===== config.mk =====
export PLATFORM = sky130hd
export DESIGN_NAME = muldiv_seq
export DESIGN_NICKNAME = d
export VERILOG_FILES = /design/src/rtl/muldiv_seq.sv
export SDC_FILE = /design/constraint.sdc
export NUM_CORES = 1
export LEC_CHECK = 0
export CORE_MARGIN = 5
export CORE_UTILIZATION = 45
export DETAILED_ROUTE_END_ITERATION = 16
export GPL_ROUTABILITY_DRIVEN = 0
export HOLD_SLACK_MARGIN = 0.05
export PLACE_DENSITY = 0.65
export SLEW_MARGIN = 20
export SYNTH_ARGS = -nofsm -noshare
export SYNTH_HDL_FRONTEND = slang
export SYNTH_SLANG_ARGS = --single-unit

===== constraint.sdc =====
create_clock -name clk -period 3.9 [get_ports clk]
set_input_delay 0.78 -clock clk [delete_from_list [all_inputs] [get_ports clk]]
set_output_delay 0.78 -clock clk [all_outputs]
set_load 0.05 [all_outputs]

===== src/rtl/muldiv_seq.sv =====
// Iterative MIPS multiply/divide unit owning the HI/LO pair.
// Radix-2 shift-add multiply and restoring divide on magnitudes, with sign fix-up at the end.
module muldiv_seq #(
  parameter int WIDTH = 32,
  parameter int ITER  = WIDTH
) (
  input  logic             clk,
  input  logic             rst_n,
  input  logic             start,
  input  logic [1:0]       op,
  input  logic [WIDTH-1:0] a,
  input  logic [WIDTH-1:0] b,
  input  logic [1:0]       hilo_we,
  input  logic [WIDTH-1:0] hilo_wdata,
  output logic             busy,
  output logic             done,
  output logic             div_by_zero,
  output logic [WIDTH-1:0] hi,
  output logic [WIDTH-1:0] lo
);

  localparam int CW = $clog2(ITER) + 1;

  typedef enum logic [1:0] {IDLE, CALC, FIX, DONE} state_e;

  state_e             state_q, state_d;
  logic [1:0]         op_q, op_d;
  logic [WIDTH-1:0]   opnd_q, opnd_d;
  logic [WIDTH-1:0]   a_q, a_d;
  logic [WIDTH-1:0]   hi_q, hi_d;
  logic [WIDTH-1:0]   lo_q, lo_d;
  logic [2*WIDTH-1:0] acc_q, acc_d;
  logic [CW-1:0]      cnt_q, cnt_d;
  logic               neg_res_q, neg_res_d;
  logic               neg_rem_q, neg_rem_d;
  logic               dbz_q, dbz_d;

  logic [WIDTH-1:0]   abs_a, abs_b;
  logic [WIDTH:0]     mul_sum, rem_sh, trial;
  logic [2*WIDTH-1:0] prod_fix;
  logic [WIDTH-1:0]   quot_fix, rem_fix;

  // op[0]=0 selects signed operands; 0x80000000 negates to itself and is read as 2^31.
  assign abs_a = (!op[0] && a[WIDTH-1]) ? -a : a;
  assign abs_b = (!op[0] && b[WIDTH-1]) ? -b : b;

  assign mul_sum  = {1'b0, acc_q[2*WIDTH-1:WIDTH]} + {1'b0, opnd_q};
  assign rem_sh   = acc_q[2*WIDTH-1:WIDTH-1];
  assign trial    = rem_sh - {1'b0, opnd_q};

  assign prod_fix = neg_res_q ? -acc_q : acc_q;
  assign quot_fix = neg_res_q ? -acc_q[WIDTH-1:0] : acc_q[WIDTH-1:0];
  assign rem_fix  = neg_rem_q ? -acc_q[2*WIDTH-1:WIDTH] : acc_q[2*WIDTH-1:WIDTH];

  always_comb begin
    state_d   = state_q;
    op_d      = op_q;
    opnd_d    = opnd_q;
    a_d       = a_q;
    hi_d      = hi_q;
    lo_d      = lo_q;
    acc_d     = acc_q;
    cnt_d     = cnt_q;
    neg_res_d = neg_res_q;
    neg_rem_d = neg_rem_q;
    dbz_d     = dbz_q;

    case (state_q)
      IDLE, DONE: begin
        if (start) begin
          op_d      = op;
          a_d       = a;
          cnt_d     = '0;
          dbz_d     = 1'b0;
          neg_res_d = !op[0] && (a[WIDTH-1] ^ b[WIDTH-1]);
          neg_rem_d = !op[0] && a[WIDTH-1];
          // Divide keeps the divisor in opnd and the dividend in the low accumulator half;
          // multiply keeps the multiplicand in opnd and the multiplier in the low half.
          if (op[1]) begin
            opnd_d = abs_b;
            acc_d  = {{WIDTH{1'b0}}, abs_a};
          end else begin
            opnd_d = abs_a;
            acc_d  = {{WIDTH{1'b0}}, abs_b};
          end
          state_d = CALC;
        end else begin
          state_d = IDLE;
          if (hilo_we[1]) hi_d = hilo_wdata;
          if (hilo_we[0]) lo_d = hilo_wdata;
        end
      end
      CALC: begin
        if (op_q[1]) begin
          if (!trial[WIDTH]) acc_d = {trial[WIDTH-1:0], acc_q[WIDTH-2:0], 1'b1};
          else               acc_d = {rem_sh[WIDTH-1:0], acc_q[WIDTH-2:0], 1'b0};
        end else begin
          if (acc_q[0]) acc_d = {mul_sum, acc_q[WIDTH-1:1]};
          else          acc_d = {1'b0, acc_q[2*WIDTH-1:1]};
        end
        cnt_d = cnt_q + 1'b1;
        if (cnt_q == CW'(ITER - 1)) state_d = FIX;
      end
      FIX: begin
        if (op_q[1]) begin
          if (opnd_q == '0) begin
            hi_d  = a_q;
            lo_d  = '1;
            dbz_d = 1'b1;
          end else begin
            hi_d = rem_fix;
            lo_d = quot_fix;
          end
        end else begin
          {hi_d, lo_d} = prod_fix;
        end
        state_d = DONE;
      end
      default: state_d = IDLE;
    endcase
  end

  always_ff @(posedge clk or negedge rst_n) begin
    if (!rst_n) begin
      state_q   <= IDLE;
      op_q      <= '0;
      opnd_q    <= '0;
      a_q       <= '0;
      hi_q      <= '0;
      lo_q      <= '0;
      acc_q     <= '0;
      cnt_q     <= '0;
      neg_res_q <= 1'b0;
      neg_rem_q <= 1'b0;
      dbz_q     <= 1'b0;
    end else begin
      state_q   <= state_d;
      op_q      <= op_d;
      opnd_q    <= opnd_d;
      a_q       <= a_d;
      hi_q      <= hi_d;
      lo_q      <= lo_d;
      acc_q     <= acc_d;
      cnt_q     <= cnt_d;
      neg_res_q <= neg_res_d;
      neg_rem_q <= neg_rem_d;
      dbz_q     <= dbz_d;
    end
  end

  assign busy        = (state_q == CALC) || (state_q == FIX);
  assign done        = (state_q == DONE);
  assign div_by_zero = dbz_q;
  assign hi          = hi_q;
  assign lo          = lo_q;

endmodule


Yosys cells after proc, flatten, opt, wreduce, memory -nomap -nowiden

Index checks and enable logic that the tools add are counted.
Widths: inputs -> output; s select.

Register bits: 205
Bits of input ports: 103
Logic and storage cells: 77
Output and inout bits: 67

Bitwise logic cells: 1
Reductions and logical operators: 15
Add/sub/neg operators: 8
Mux-type cells: 31
Equal/unequal tests: 11

Operators with widths:

| kind                | number |
|---|---|
| $mux 32             | 14 |
| $mux 64             | 5 |
| $neg 32->32         | 4 |
| $pmux 32 s2         | 2 |
| $pmux 64 s2         | 1 |
| $neg 64->64         | 1 |
| $add 32x32->33      | 1 |
| $sub 33x32->33      | 1 |
| $logic_not 32->1    | 1 |
| $ne 2x2->1 const B  | 7 |
| $pmux 6 s2          | 1 |
| $add 6x1->6 const B | 1 |
| $eq 6x5->1 const B  | 1 |
| $mux 6              | 1 |
| $pmux 2 s3          | 1 |
| $reduce_and 3->1    | 2 |
| $eq 2x2->1 const B  | 2 |
| $mux 1              | 4 |
| $reduce_and 2->1    | 2 |
| $reduce_and 4->1    | 1 |
| $reduce_bool 2->1   | 2 |
| $logic_and 1x1->1   | 3 |
| $eq 2x1->1 const B  | 1 |
| $logic_not 2->1     | 1 |
| other kinds (6)     | 6 |

Logic depth before layout (Yosys ltp)

Gate-level depths: netlist of run 1.

Depth after elaboration: 6
Mapped depth: 14
Depth with buffers taken out: 12

Least setup slack after synthesis of run 1

No wires, ideal clock.

Kind: reg-to-reg
Start point: reg acc_q[31]
End point: reg acc_q[62]
Path slack: 0.684 ns
Clock period less this slack: 3.216 ns
Path buffers: 1
Arrival time: 3.086 ns
Stages on the path, launching flop included: 14
Cells stage by stage: dfrtp_1 -> inv_1 -> ha_1 -> fa_1 -> nand2b_1 -> a21o_1 -> a211o_1 -> a211oi_2 -> o21ai_1 -> a21oi_2 -> nor2_1 -> buf_2 -> nor4b_1 -> nor3_1

Cells in the longest elaborated chain, start to end: 4

Ends and longest elaborated chain:

| element                | line | RTL |
|---|---|---|
| from (decl)            | 32   | `logic [2*WIDTH-1:0] acc_q, acc_d;` |
| from (signal assigned) | 131  | `acc_q <= '0;` |
| from (signal assigned) | 143  | `acc_q <= acc_d;` |
| $sub 33x32->33         | 49   | `assign trial = rem_sh - {1'b0, opnd_q};` |
| $mux 64                | 95   | `if (!trial[WIDTH]) acc_d = {trial[WIDTH-1:0], acc_q[WIDTH-2:0], 1'b1};` |
| $mux 64                | 94   | `if (op_q[1]) begin` |
| $pmux 64 s2            | 68   | `case (state_q)` |

Every way passes these cells.
A chain may end at the register's enable or synchronous reset.

Worst setup path in the final report of run 1

Start point: reg opnd_q[0]
End point: reg acc_q[55]

Cells in the longest elaborated chain, start to end: 4
Elaborated cells on any way between the ends: 6

Ends and longest elaborated chain:

| element                                                 | line   | RTL |
|---|---|---|
| from (decl)                                             | 28     | `logic [WIDTH-1:0] opnd_q, opnd_d;` |
| from (signal assigned)                                  | 139    | `opnd_q <= opnd_d;` |
| $sub 33x32->33 / $add 32x32->33 (equally long branches) | 49, 47 |  |
| $mux 64, on equally long branches                       | 95, 98 |  |
| $mux 64 (*)                                             | 94     |  |
| $pmux 64 s2 (*)                                         | 68     |  |

Every way passes the cells marked *; elsewhere a longest branch is shown, timed or not.

==> results.yml, run 1 <==
run_status:
  outcome: "completed"
clock_tree:
  cts_tree: "done"
  post_cts_buffers: 0
  cts.sinks: 204
  root_buffer: "clkbuf_16"
  cts.repair.resized: 0
  htreeDepth: 1
  insertion_delay_ps: 570
  ctsLongestPathBuffers: 3
  cts.reportedPaths.clkPinSlew_ps: 60
  cts_made_buffers: 26
  cts_hold_buf: 0
critical_path:
  r2r_cells: 12
  slowest_stage: "dfrtp_1"
  path_cells: "ha_1 > fa_1 > nand2b_1 > a21o_1 > a211o_1 > a211oi_2 > o21a_1 > nor3_2 > nor2_2 > buf_12 > mux2i_1 > a31oi_1"
  crit_arrival_ps: 4120
  crit_buf_inv: 1
  rrSetupSlack_ps: 170
  r2r_end: "acc_q[55]$_DFFE_PN0P_"
  critical_path_class: "flop to flop"
  critPathMaxStageDelay_ps: 440
  critPathLaunchType: "flop"
  crit_family: "compound AO/OA/AOI/OAI gates"
  cp.required_ps: 4290
  crit_path_max_fanout: 14
  reg2reg_from: "opnd_q[0]$_DFFE_PN0P_"
  cp-end-kind: "flop"
  crit_start: "opnd_q[0]$_DFFE_PN0P_"
layout:
  fill_cells: 3638
  fin_nets: 2575
  final_area_mm2: 0.0211
  seqCellArea_mm2: 0.00511
  drive_gt1_frac: 0.0981
  multi_input_comb_area_mm2: 0.0117
  syn_to_final_growth_pct: 19.3
  antenna_cells: 0
  fin_cells: 2935
synthesis:
  yosys-top-cells-area: "dfrtp_1 29%, a21oi_1 6.8%, o21ai_0 5.7%, xnor2_1 5.4%, ha_1 5.1%"
  ys_ff_latch: 204
  synth_most_common_cell: "a21oi_1"
  synth_ff_type: "dfrtp_1"
  avgSynthCellArea_um2: 7.78
  async_flop_share: 1.00
  synth_top_area_frac: 0.288
  synth_top_area_cell: "dfrtp_1"
  netlist_area_mm2: 0.0177
  syn_inst: 2274
  synth-edff-count: 0
  synth-seq-area-share: 0.288
  yosys-top-cells-count: "240 x a21oi_1, 238 x nand2_1, 204 x dfrtp_1"
  ys_warn_count: 0
  synth_fp_nets: 2451
  yosys.cell_types.count: 88
global_route:
  grt_max_degree: 92
  gr-usage-all-layers: 0.307
  grt_pass1_vias: 17700
  antenna_found_initial: 0
  grt_overflow_total: 0
  grt_pass1_wl_mm: 106
job:
  drv_cap: 0
sta:
  hold_violations: 0
  finalCriticalPeriod_ps: 3730
  worstMarginPinSlew_ps: 899
  worst_slack_ps: 175
  relSlewSlack: 0.401
  rsz0062_at_grt: "no"
  setup_viol: 0
  finClkSkew_ps: 14.2
  finalCritPeriodShare: 0.955
  drv_slew: 0
  fmax_ghz: 0.268
  hold_ws_ps: 297
  fin_setup_tns_ps: 0
placed_design:
  dp_hpwl_mm: 53.5
  pre_cts_ws_ps: 88.2
  dp_cells: 2888
  io_buffer_count: 169
  dpl_cell_area_mm2: 0.0202
power_and_ir_drop:
  vdd_ir_drop_max_v: 0.000820
  seqPwrFrac: 0.203
  p_clk_frac: 0.121
  power_density_mw_per_mm2: 1040
  internal-power_w: 0.0103
  switchingPower_w: 0.0118
  swShare: 0.533
  leakagePower_nw: 8.77
  combPwrFrac: 0.675
floorplanning:
  die_h_um: 208
  dieArea_mm2: 0.0434
  die-width_um: 208
  initial_core_util: 0.456
  io_pins: 170
  num_rows: 72
  core_mm2: 0.0388
routing:
  drt_first_iter_violations: 2303
  vias: 18600
  drc: 0
  wl_per_cell_um: 23.6
  drtAntennaViolNets: 0
  viasPerCell: 6.35
  firstDrtPassIters: 7
  totalWireLength_mm: 69.3
min_path:
  hold_class: "input pin to asynchronous set/reset pin"
[logic make-up (layout without fill, tap and decap cells)]
group                      Yosys count  after routing  share of synthesized area
xor gates and xnor gates           177            177                     0.0876
muxes                              103            103                     0.0624
AOI/OAI and AO/OA                  787            787                      0.270
DFF                                204            204                      0.288
adders and majority gates           74             74                     0.0532
buffers and inverters              231            374                     0.0514
and+or+nand+nor                    698            698                      0.187
[power groups by stage]
| stage | Sequential, W | Clock, W | Combinational (W) |
|---|---|---|---|
| floorplan | 0.00491 | 0 | 0.00929 |
| global placement | 0.00440 | 0 | 0.0144 |
| detailed placement | 0.00443 | 0 | 0.0146 |
| CTS | 0.00440 | 0.00270 | 0.0147 |
| global route | 0.00456 | 0.00280 | 0.0161 |
| finish | 0.00448 | 0.00268 | 0.0149 |
[flip-flops by register name (all words and copies together), names as in the netlist]
name         count
neg_res_q        1
state_q          2
lo              32
hi              32
op_q             1
neg_rem_q        1
cnt_q            6
a_q             32
acc_q           64
div_by_zero      1
opnd_q          32
[worst max path at each step]
| stage | endpoint | slack [ps] | cells past startpoint |
|---|---|---|---|
| 6_report | acc_q[55]$_DFFE_PN0P_ | 170 | 12 |
| 4_1_cts | acc_q[55]$_DFFE_PN0P_ | 210 | 12 |
| 3_3_place_gp | opnd_q[25]$_DFFE_PN0P_ | 130 | 10 |
| 2_1_floorplan | acc_q[62]$_DFFE_PN0P_ | 680 | 13 |
| 5_1_grt | acc_q[55]$_DFFE_PN0P_ | 20 | 12 |
| 3_5_place_dp | opnd_q[25]$_DFFE_PN0P_ | 90 | 10 |
[routing by layer]
layer | GRT usage | share of wire | vias to the layer above
li1 | - | - | 8542
met1 | 0.432 | 0.42 | 8944
met2 | 0.467 | 0.43 | 994
met3 | 0.0520 | 0.097 | 164
met4 | 0.129 | 0.050 | 0
met5 | 0 | 0 | -
[cell usage in the layout, fill, tap and decap left out, drive strengths merged, types with 19 or more instances in the layout]
cell type      synthesis  layout
o31ai                 39      39
inv                   64      64
nand2                239     239
buf                   25      94
a21oi                241     241
mux2                  59      59
ha                    72      72
a211oi                49      49
dfrtp                204     204
nand3                 39      39
a21o                  32      32
nor3                  61      61
nand4                 21      21
nand2b                20      20
clkdlybuf4s50          0     167
nor2                 184     184
xnor2                109     109
nor4                  26      26
xor2                  68      68
o21ai                257     257
mux2i                 44      44
or3                   19      19
o22ai                 36      36
clkbuf               141      37
[worst reg2reg max path: stages (launching register included)]
cell	delay (ps)
dfrtp_1	440
ha_1	260
fa_1	400
nand2b_1	180
a21o_1	210
a211o_1	360
a211oi_2	420
o21a_1	240
nor3_2	80
nor2_2	260
buf_12	200
mux2i_1	350
a31oi_1	140
[final cells by class]
cell class | count | area share
sequential | 204 | 0.242
multi-input combinational | 1839 | 0.555
inverter | 65 | 0.0116
timing repair buffer | 262 | 0.115
clock buffer | 36 | 0.0373
tap | 518 | 0.0307
clock inverter | 11 | 0.00835
[metrics by stage]
stage                     power (W)  utilization
after detailed placement     0.0190        0.519
after global placement       0.0188        0.519
final                        0.0221        0.544
after CTS                    0.0218        0.544
after global routing         0.0235        0.544
after floorplan              0.0142            -
Power figures use the tool's default switching activity.
==> inputs of run 2 (changes only) <==
HOLD_SLACK_MARGIN = 0.1   (was 0.05)
==> results of run 2 <==
The final DEF is identical to that of run 1; final timing and power are the same.
